--- config.mk ---
export PLATFORM = sky130hd
export DESIGN_NAME = costas_loop_filter
export DESIGN_NICKNAME = d
export VERILOG_FILES = /design/src/rtl/costas_loop_filter.sv
export SDC_FILE = /design/constraint.sdc
export NUM_CORES = 1
export LEC_CHECK = 0
export BUFFER_PORTS_ARGS = -buffer_cell sky130_fd_sc_hd__buf_2
export CAP_MARGIN = 0
export CORE_ASPECT_RATIO = 2
export CORE_UTILIZATION = 56
export CTS_BUF_LIST = sky130_fd_sc_hd__clkbuf_16
export CTS_CLUSTER_SIZE = 10
export DETAILED_ROUTE_END_ITERATION = 7
export GPL_TIMING_DRIVEN = 0
export PLACE_DENSITY = 0.74
export RECOVER_POWER = 50
export SKIP_CTS_REPAIR_TIMING = 1
export SYNTH_ARGS = -nofsm -noshare
export SYNTH_HDL_FRONTEND = slang
export SYNTH_SLANG_ARGS = --single-unit
--- constraint.sdc ---
create_clock -name clk -period 6.7 [get_ports clk]
set_clock_uncertainty 0.1 [all_clocks]
set_input_delay 0.335 -clock clk [delete_from_list [all_inputs] [get_ports clk]]
set_output_delay 0.335 -clock clk [all_outputs]
set_load 0.02 [all_outputs]
--- src/rtl/costas_loop_filter.sv ---
// Costas loop phase detector and PI loop filter: sign-based I/Q error, integrate-and-dump,
// then a saturating proportional-integral filter driving the NCO phase step.
module costas_loop_filter #(
  parameter int unsigned DATA_WIDTH        = 16,
  parameter int unsigned DELTA_PHASE_WIDTH = 10,
  parameter int unsigned ACC_WIDTH         = 24,
  parameter int unsigned KP_SHIFT          = 4,
  parameter int unsigned KI_SHIFT          = 8,
  parameter int unsigned DUMP_LEN          = 4
) (
  input  logic                                clk,
  input  logic                                rst_n,
  input  logic                                valid_i,
  input  logic signed [DATA_WIDTH-1:0]        i_i,
  input  logic signed [DATA_WIDTH-1:0]        q_i,
  input  logic                                mode_i,
  input  logic                                freeze_i,
  input  logic                                clear_i,
  output logic signed [DELTA_PHASE_WIDTH-1:0] delta_phase_o,
  output logic                                valid_o,
  output logic                                sat_o
);

  localparam int unsigned EW    = DATA_WIDTH + 2;
  localparam int unsigned DumpW = EW + $clog2(DUMP_LEN);
  localparam int unsigned CntW  = (DUMP_LEN > 1) ? $clog2(DUMP_LEN) : 1;
  localparam int unsigned MaxA  = (DumpW > ACC_WIDTH) ? DumpW : ACC_WIDTH;
  localparam int unsigned MaxB  = (MaxA > DELTA_PHASE_WIDTH) ? MaxA : DELTA_PHASE_WIDTH;
  // Two guard bits so every sum below is exact before clamping.
  localparam int unsigned SumW  = MaxB + 2;

  localparam logic signed [SumW-1:0] AccMax =
      {{(SumW - ACC_WIDTH + 1){1'b0}}, {(ACC_WIDTH - 1){1'b1}}};
  localparam logic signed [SumW-1:0] AccMin = ~AccMax;
  localparam logic signed [SumW-1:0] DpMax =
      {{(SumW - DELTA_PHASE_WIDTH + 1){1'b0}}, {(DELTA_PHASE_WIDTH - 1){1'b1}}};
  localparam logic signed [SumW-1:0] DpMin = ~DpMax;
  localparam logic [CntW-1:0] CntLast = CntW'(DUMP_LEN - 1);

  // Stage 1: phase error
  logic signed [EW-1:0] i_ext, q_ext, e_bpsk, e_qpsk, e_d, e_q;
  logic                 e_valid_d, e_valid_q;

  always_comb begin
    i_ext  = {{2{i_i[DATA_WIDTH-1]}}, i_i};
    q_ext  = {{2{q_i[DATA_WIDTH-1]}}, q_i};
    e_bpsk = i_i[DATA_WIDTH-1] ? -q_ext : q_ext;
    e_qpsk = e_bpsk - (q_i[DATA_WIDTH-1] ? -i_ext : i_ext);
    e_d       = e_q;
    e_valid_d = 1'b0;
    if (clear_i) begin
      e_d = '0;
    end else if (valid_i) begin
      e_d       = mode_i ? e_qpsk : e_bpsk;
      e_valid_d = 1'b1;
    end
  end

  always_ff @(posedge clk or negedge rst_n) begin
    if (!rst_n) begin
      e_q       <= '0;
      e_valid_q <= 1'b0;
    end else begin
      e_q       <= e_d;
      e_valid_q <= e_valid_d;
    end
  end

  // Stage 2: integrate and dump
  logic signed [DumpW-1:0] acc_d, acc_q, acc_sum, dump_d, dump_q;
  logic [CntW-1:0]         cnt_d, cnt_q;
  logic                    dump_valid_d, dump_valid_q;

  always_comb begin
    acc_sum      = acc_q + {{(DumpW - EW){e_q[EW-1]}}, e_q};
    acc_d        = acc_q;
    cnt_d        = cnt_q;
    dump_d       = dump_q;
    dump_valid_d = 1'b0;
    if (clear_i) begin
      acc_d  = '0;
      cnt_d  = '0;
      dump_d = '0;
    end else if (e_valid_q) begin
      if (cnt_q == CntLast) begin
        dump_d       = acc_sum;
        dump_valid_d = 1'b1;
        acc_d        = '0;
        cnt_d        = '0;
      end else begin
        acc_d = acc_sum;
        cnt_d = cnt_q + 1'b1;
      end
    end
  end

  always_ff @(posedge clk or negedge rst_n) begin
    if (!rst_n) begin
      acc_q        <= '0;
      cnt_q        <= '0;
      dump_q       <= '0;
      dump_valid_q <= 1'b0;
    end else begin
      acc_q        <= acc_d;
      cnt_q        <= cnt_d;
      dump_q       <= dump_d;
      dump_valid_q <= dump_valid_d;
    end
  end

  // Stage 3: PI filter with saturation
  logic signed [SumW-1:0]              dump_ext, prop, ki_term, integ_ext, integ_sum, out_sum;
  logic signed [ACC_WIDTH-1:0]         integ_sat, integ_next, integ_d, integ_q;
  logic signed [DELTA_PHASE_WIDTH-1:0] delta_sat, delta_d, delta_q;
  logic                                clip, sat_d, sat_q, valid_d, valid_q;

  always_comb begin
    dump_ext  = {{(SumW - DumpW){dump_q[DumpW-1]}}, dump_q};
    prop      = dump_ext >>> KP_SHIFT;
    ki_term   = dump_ext >>> KI_SHIFT;
    integ_ext = {{(SumW - ACC_WIDTH){integ_q[ACC_WIDTH-1]}}, integ_q};
    integ_sum = integ_ext + ki_term;
    if (integ_sum > AccMax) begin
      integ_sat = AccMax[ACC_WIDTH-1:0];
    end else if (integ_sum < AccMin) begin
      integ_sat = AccMin[ACC_WIDTH-1:0];
    end else begin
      integ_sat = integ_sum[ACC_WIDTH-1:0];
    end
    integ_next = freeze_i ? integ_q : integ_sat;
    out_sum    = prop + {{(SumW - ACC_WIDTH){integ_next[ACC_WIDTH-1]}}, integ_next};
    clip       = 1'b1;
    if (out_sum > DpMax) begin
      delta_sat = DpMax[DELTA_PHASE_WIDTH-1:0];
    end else if (out_sum < DpMin) begin
      delta_sat = DpMin[DELTA_PHASE_WIDTH-1:0];
    end else begin
      delta_sat = out_sum[DELTA_PHASE_WIDTH-1:0];
      clip      = 1'b0;
    end

    integ_d = integ_q;
    delta_d = delta_q;
    sat_d   = sat_q;
    valid_d = 1'b0;
    if (clear_i) begin
      integ_d = '0;
      delta_d = '0;
      sat_d   = 1'b0;
    end else if (dump_valid_q) begin
      integ_d = integ_next;
      delta_d = delta_sat;
      sat_d   = clip;
      valid_d = 1'b1;
    end
  end

  always_ff @(posedge clk or negedge rst_n) begin
    if (!rst_n) begin
      integ_q <= '0;
      delta_q <= '0;
      sat_q   <= 1'b0;
      valid_q <= 1'b0;
    end else begin
      integ_q <= integ_d;
      delta_q <= delta_d;
      sat_q   <= sat_d;
      valid_q <= valid_d;
    end
  end

  assign delta_phase_o = delta_q;
  assign sat_o         = sat_q;
  assign valid_o       = valid_q;

endmodule

-- Word-level counts from Yosys, hierarchy flattened
Index checks and enable logic that the tools add are counted.
- input port bits: 38
- output and inout bits: 12
- word-level logic and storage cells: 61
- register bits: 98
- reductions and logical operators: 5
- eq/ne operators: 1
- multiplexer cells: 34
- $add $sub $neg: 7
- order comparisons: 4
- operators with widths (cell ; count):
    $mux W20 ; 6
    $mux W24 ; 5
    $mux W18 ; 5
    $mux W10 ; 4
    $neg A16 Y18 ; 2
    $add A16 B24 Y25 ; 1
    $add A24 B12 Y25 ; 1
    $gt A25 B10 Y1 const B ; 1
    $gt A25 B24 Y1 const B ; 1
    $lt A25 B10 Y1 const B ; 1
    $lt A25 B24 Y1 const B ; 1
    $add A20 B20 Y20 ; 1
    $sub A18 B18 Y18 ; 1
    $mux W1 ; 11
    $reduce_bool A2 Y1 ; 4
    $mux W2 ; 3
    $add A2 B1 Y2 const B ; 1
    $eq A2 B2 Y1 const B ; 1
    $reduce_and A2 Y1 ; 1

-- Depth between registers and ports, before layout
Gate-level depths: netlist of run 1.
- depth in word-level cells: 11
- depth in mapped cells: 26
- depth with buffers taken out: 25

-- Least setup slack after synthesis of run 1
Ideal clock, no wire load.
- path kind: reg-to-reg
- start point: register dump_q[19]
- end point: register delta_q[7], in the netlist delta_phase_o[7]
- arrival time: 5.650 ns
- path buffers: 1
- required time: 6.474 ns
- setup time: 0.126 ns
- cell stages (with the launch flop): 25
- setup slack: 0.823 ns
- clock period less this slack: 5.877 ns
- path through: dfrtp_1 ha_1 buf_6 a21o_1 a21oi_2 o21ai_1 a21o_1 a221oi_4 o21ai_2 xnor2_4 or2_2 a21oi_1 o21ai_0 ha_1 fa_1 a211oi_2 o211ai_1 nand2_1 a21oi_1 a221o_1 o41ai_2 xor2_1 o21ai_2 and2_1 a221o_1
- word-level cells in the longest chain between the ends: 11
- elaborated cells between the ends (all ways): 13
- those cells by class: 2 x add/sub; 4 x order compare; 7 x mux
- RTL lines (item ; line ; text):
    start, declared ; 70 ; logic signed [DumpW-1:0] acc_d, acc_q, acc_sum, dump_d, dump_q;
    start signal, assigned ; 106 ; dump_q <= dump_d;
    $add A24 B12 Y25 ; 122 ; integ_sum = integ_ext + ki_term;
    $lt A25 B24 Y1 ; 125 ; end else if (integ_sum < AccMin) begin
    $mux W24 ; 125 ;
    $mux W24 ; 123 ; if (integ_sum > AccMax) begin
    $mux W24 ; 130 ; integ_next = freeze_i ? integ_q : integ_sat;
    $add A16 B24 Y25 * ; 131 ; out_sum = prop + {{(SumW - ACC_WIDTH){integ_next[ACC_WIDTH-1]}}, integ_next};
    $lt A25 B10 Y1 ; 135 ; end else if (out_sum < DpMin) begin
    $mux W10 ; 135 ;
    $mux W10 * ; 133 ; if (out_sum > DpMax) begin
    $mux W10 * ; 150 ; end else if (dump_valid_q) begin
    $mux W10 * ; 146 ; if (clear_i) begin
    end signal, assigned ; 166 ; delta_q <= delta_d;
    end, declared ; 114 ; logic signed [DELTA_PHASE_WIDTH-1:0] delta_sat, delta_d, delta_q;
Every way passes the cells marked *; elsewhere a longest branch is shown, timed or not. The select of a mux whose other input is x is not followed.
A chain may end at the register's enable or synchronous reset.

-- Final worst setup path of run 1
Same ends and word-level chain as after synthesis.

==> results of run 1 <==
-- state kept, by name (all words and copies together) (netlist names) --
| signal | count |
|---|---|
| integ_q | 24 |
| acc_q | 20 |
| e_q | 18 |
| dump_q | 16 |
| delta_phase_o | 10 |
| cnt_q | 2 |
| dump_valid_q | 1 |
| e_valid_q | 1 |
| sat_o | 1 |
| valid_o | 1 |
-- worst paths after layout --
check	end	cells after the start
setup reg to reg	delta_phase_o[7]	25
max in group asynchronous	dump_q[7]	3
hold / removal	e_q[6]	4
min in group asynchronous	acc_q[13]	2
setup / recovery	delta_phase_o[7]	25
hold reg to reg	sat_o	1
-- metrics by stage --
stage	power (mW)	utilization	worst slack, ns	instance area, um2	hold WS [ns]
2_1_floorplan	0.8684	-	0.8235	9062	-0.06059
3_3_place_gp	0.9534	0.6046	-0.5212	9539	0.3654
3_5_place_dp	0.9646	0.6065	-0.5568	9569	0.2777
4_1_cts	1.478	0.6250	-0.5964	9861	-0.1030
5_1_grt	1.545	0.6361	-0.003418	10040	0.3360
6_report	1.471	0.6361	0.1985	10040	0.2734
-- logic make-up after synthesis --
kind of cell,share of synthesized area
adders and majority gates,0.1334
xor gates and xnor gates,0.08519
buffers and inverters,0.03452
AOI/OAI and AO/OA,0.2774
DFF,0.2596
and+or+nand+nor,0.1882
muxes,0.02181
-- placed cells by master (no fill, tap or decap), types with 10 or more instances in the layout --
cell type / n
nor2_1: 104
nand2_1: 101
dfrtp_1: 93
ha_1: 86
a21oi_1: 76
o21ai_0: 71
xnor2_1: 55
clkbuf_1: 45
buf_2: 34
inv_1: 33
a22o_1: 31
xor2_1: 30
nor3_1: 26
nand2b_1: 26
a21o_1: 24
nand3_1: 21
a211oi_1: 21
o21ai_2: 15
o211ai_1: 14
mux2i_1: 13
nor2b_1: 10
o21a_1: 10
o31ai_1: 10
-- routing by layer --
metal / track usage / part of all wire / vias to the layer above
li1: - / - / 4179
met1: 0.2568 / 0.32 / 4015
met2: 0.6197 / 0.56 / 244
met3: 0.03183 / 0.025 / 132
met4: 0.3006 / 0.10 / 0
met5: 0 / 0 / -
-- report_power, final --
group	internal, mW	switching [mW]	total (mW)
clock network	0.286	0.227	0.514
registers	0.586	0.0138	0.600
logic	0.149	0.208	0.357
total	1.02	0.450	1.47
-- worst max-delay path: cells and delay by family (launching register included) --
kind,cells,cell delay [ns]
xor gates and xnor gates,2,0.39
DFF,1,0.58
and+or+nand+nor,3,0.75
buffers and inverters,2,0.29
AOI/OAI and AO/OA,15,3.21
adders and majority gates,3,1.06
-- layout make-up --
cell class,count,area [um2]
plain buffers,42,196.4
clock buffers,9,225.2
clock inverters,7,66.31
fillers,1451,5742
inverters,33,123.9
multi-input cells,924,6513
flip-flops and latches,94,2356
well taps,201,251.5
repair buffers,57,304.0
==> results.py, run 1 <==
metrics = {
    "status": {
        "outcome": "finished with violations",
        "violations": "max-capacitance violations, max-slew violations",
    },
    "cells_and_area": {
        "fin_cells": 1367,
        "drive_above_1_share": 0.1089,
        "insertedDiodeCount": 0,
        "nets": 1290,
        "syn_to_final_growth_pct": 10.74,
    },
    "timing": {
        "slew_violations": 97,
        "period_share": 0.9704,
        "tns_ns": 0,
        "tightest_slew_ns": 2.698,
        "max_slew_margin": -0.7984,
        "final.min_clock_period_ns": 6.502,
        "clock.fmax_mhz": 153.8,
        "final-setup-viol-count": 0,
        "hold_viol": 0,
    },
    "setup_path": {
        "cp-end-kind": "flop",
        "cp_slowest_stage_delay_ns": 0.58,
        "crit_required_ns": 6.85,
        "crit_slowest_cell": "dfrtp_4",
        "crit_fanout": 13,
        "cp.arrival_ns": 6.65,
        "path_class": "flop to flop",
        "startpoint": "dump_q[19]",
        "rr_startpoint": "dump_q[19]",
        "ff2ff_setup_slack_ns": 0.20,
        "start_kind": "flop",
    },
    "global_route": {
        "grt_usage": 0.3151,
        "grt_pass1_wl_um": 40790,
        "antenna_found_initial": 0,
        "grt_pass1_vias": 8629,
        "grt_max_degree": 52,
        "grt-ovfl-total": 0,
    },
    "logic_synthesis": {
        "synth.net_count": 1222,
        "synth_area_leaders": "dfrtp_1 26%, ha_1 12%, xnor2_1 5.3%",
        "syn_inst": 1093,
        "synth_edf_count": 0,
        "avgSynthCellArea_um2": 8.291,
        "synth.top_cell.area_share": 0.2596,
        "yosys-top-cells-count": "104 x nor2_1, 101 x nand2_1, 94 x dfrtp_1",
        "ys_types": 73,
        "yosysSeqAreaShare": 0.2596,
        "async_reset_ff_frac": 1.000,
        "ys.flop_type": "dfrtp_1",
        "synth_warnings": 0,
        "netlist.top_cell.by_area": "dfrtp_1",
        "syn-cell-area_um2": 9062,
        "ys_seq_elements": 94,
        "yosysMostFrequentCell": "nor2_1",
    },
    "detailed_routing": {
        "routedWlPerCell_um": 18.82,
        "num_vias": 8570,
        "dr.pass1.iters": 6,
        "wl_um": 25720,
        "viasPerCell": 6.269,
        "final_antenna_net_count": 0,
        "dr.first_iter.drc_count": 336,
        "drc": 0,
    },
    "min_path": {
        "hold_class": "input pin to flop",
        "hp-start": "q_i[6]",
    },
    "clock_tree": {
        "cts_tree": "yes",
        "cts_buffers": 9,
        "cts_buffer_depth": 2,
        "insertion_delay_ns": 0.36,
        "clk_pin_slew_ns": 0.07,
        "cts_root_buffer": "clkbuf_16",
        "h-tree-depth": 3,
        "clock-sinks": 94,
    },
    "floorplanning": {
        "initial_core_util": 0.5744,
        "die_y_um": 181.9,
        "die_area_um2": 16730,
        "die_w_um": 91.95,
        "num_rows": 65,
        "core_area_um2": 15780,
        "io_pins": 50,
    },
    "power": {
        "power.density_nw_per_um2": 146.6,
        "p_leak_nw": 4.576,
        "irDropWorstVdd_v": 0.0001272,
    },
    "placement": {
        "portBuffers": 45,
        "dpl.hpwl_um": 20760,
        "gp_congestion": 0.9339,
        "dp_cells": 1340,
    },
    "job": {
        "cap_violations": 2,
    },
}
Note: power is estimated with default switching activity, not from simulation.
==> run 2, diff against run 1 <==
--- a/config.mk
+++ b/config.mk
@@ -7,13 +7,15 @@
 export LEC_CHECK = 0
 export BUFFER_PORTS_ARGS = -buffer_cell sky130_fd_sc_hd__buf_2
 export CAP_MARGIN = 0
+export CELL_PAD_IN_SITES_DETAIL_PLACEMENT = 1
+export CELL_PAD_IN_SITES_GLOBAL_PLACEMENT = 1
 export CORE_ASPECT_RATIO = 2
-export CORE_UTILIZATION = 56
+export CORE_UTILIZATION = 48
 export CTS_BUF_LIST = sky130_fd_sc_hd__clkbuf_16
 export CTS_CLUSTER_SIZE = 10
 export DETAILED_ROUTE_END_ITERATION = 7
 export GPL_TIMING_DRIVEN = 0
-export PLACE_DENSITY = 0.74
+export PLACE_DENSITY = 0.82
 export RECOVER_POWER = 50
 export SKIP_CTS_REPAIR_TIMING = 1
 export SYNTH_ARGS = -nofsm -noshare
==> results.py, run 2 (synthesis results as in run 1) <==
metrics = {
    "clock_tree": {
        "cts_root_buffer": "clkbuf_16",
        "h-tree-depth": 3,
        "cts_buffers": 9,
        "clk_pin_slew_ns": 0.07,
        "clock-sinks": 94,
        "insertion_delay_ns": 0.36,
        "cts_tree": "yes",
        "cts_buffer_depth": 2,
    },
    "floorplanning": {
        "initial_core_util": 0.4927,
        "die_area_um2": 19470,
        "num_rows": 70,
        "die_y_um": 196.3,
        "core_area_um2": 18390,
        "die_w_um": 99.16,
        "io_pins": 50,
    },
    "power": {
        "power.density_nw_per_um2": 149.0,
        "irDropWorstVdd_v": 0.0001039,
        "p_leak_nw": 4.598,
    },
    "detailed_routing": {
        "dr.pass1.iters": 4,
        "dr.first_iter.drc_count": 267,
        "drc": 0,
        "wl_um": 29810,
        "viasPerCell": 6.305,
        "num_vias": 8726,
        "final_antenna_net_count": 0,
        "routedWlPerCell_um": 21.54,
    },
    "timing": {
        "hold_viol": 0,
        "hold_slack_ns": 0.2756,
        "clock.fmax_mhz": 155.8,
        "max_slew_margin": -1.210,
        "final-setup-viol-count": 0,
        "fin_ws_ns": 0.2797,
        "final.min_clock_period_ns": 6.420,
        "tightest_slew_ns": 3.315,
        "slew_violations": 97,
        "period_share": 0.9583,
        "tns_ns": 0,
    },
    "cells_and_area": {
        "fin_cells": 1384,
        "final_cell_mix": "104 x nor2_1, 100 x nand2_1, 93 x dfrtp_1",
        "insertedDiodeCount": 0,
        "drive_above_1_share": 0.1139,
        "largest_register_ff_count": 24,
        "finish.instance_area_um2": 10100,
        "final_common_cell": "nor2_1",
        "regMostFlops": "integ_q",
        "syn_to_final_growth_pct": 11.40,
        "largestRegisters": "integ_q x24, acc_q x20, e_q x18",
        "nets": 1292,
        "n_fill_cell": 2264,
    },
    "placement": {
        "postPlaceCellArea_um2": 9588,
        "portBuffers": 45,
        "dpl.hpwl_um": 24180,
        "dp_cells": 1355,
        "preCtsSetupSlack_ns": -0.7651,
        "gp_congestion": 0.8844,
    },
    "setup_path": {
        "crit_slowest_cell": "fa_1",
        "start_kind": "flop",
        "rr_startpoint": "dump_q[8]",
        "crit_required_ns": 6.86,
        "startpoint": "dump_q[8]",
        "cp_slowest_stage_delay_ns": 0.45,
        "path_class": "flop to flop",
        "crit_fanout": 5,
        "cp.arrival_ns": 6.58,
        "cp-end-kind": "flop",
    },
    "status": {
        "violations": "max-capacitance violations, max-slew violations",
        "outcome": "finished with violations",
    },
    "global_route": {
        "antenna_found_initial": 0,
        "grt_pass1_vias": 9569,
        "grt_max_degree": 62,
        "grt_pass1_wl_um": 47550,
        "grt-ovfl-total": 0,
        "grt_usage": 0.3176,
    },
    "min_path": {
        "hp-start": "q_i[6]",
        "hold_class": "input pin to flop",
    },
    "job": {
        "cap_violations": 2,
    },
}
-- run 2: stage by stage --
step | util | power, mW
2_1_floorplan | - | 0.8684
3_5_place_dp | 0.5213 | 0.9778
6_report | 0.5489 | 1.504
4_1_cts | 0.5376 | 1.512
5_1_grt | 0.5489 | 1.573
3_3_place_gp | 0.5197 | 0.9592
-- run 2: worst paths after layout --
kind	to	slack, ns	cells after the start
max reg2reg	delta_phase_o[2]	0.28	27
min reg2reg	delta_phase_o[8]	0.40	2
max in group asynchronous	dump_q[19]	1.14	3
min in group asynchronous	integ_q[7]	0.96	2
max	delta_phase_o[2]	0.28	27
min	e_q[6]	0.28	4
-- run 2: power by group --
| group | switching [mW] | internal (mW) |
|---|---|---|
| clock network | 0.242 | 0.292 |
| logic | 0.220 | 0.149 |
| registers | 0.0146 | 0.586 |
| total | 0.477 | 1.03 |
-- run 2: final cells by class --
class / count / area, um2 / share of cell area
plain buffers: 42 / 198.9 / 0.01971
clock buffers: 9 / 225.2 / 0.02231
clock inverters: 7 / 73.82 / 0.007312
inverters: 33 / 123.9 / 0.01227
multi-input cells: 924 / 6531 / 0.6469
flip-flops and latches: 94 / 2356 / 0.2334
well taps: 216 / 270.3 / 0.02677
repair buffers: 59 / 316.6 / 0.03135
-- run 2: worst max-delay path: cells and delay by family, from the launching register on --
kind,cells,cell delay [ns]
xor+xnor,1,0.11
flops,1,0.42
compound gates,14,3.17
fa+ha+maj,4,1.17
simple gates,5,0.94
buf+inv,3,0.39
-- run 2: routing by layer --
layer,global-route usage,up-vias,wire [um]
met3,0.02529,107,516
met1,0.2541,4271,9181
li1,-,4167,-
met4,0.2495,0,2473
met2,0.6659,181,17640
met5,0,-,0
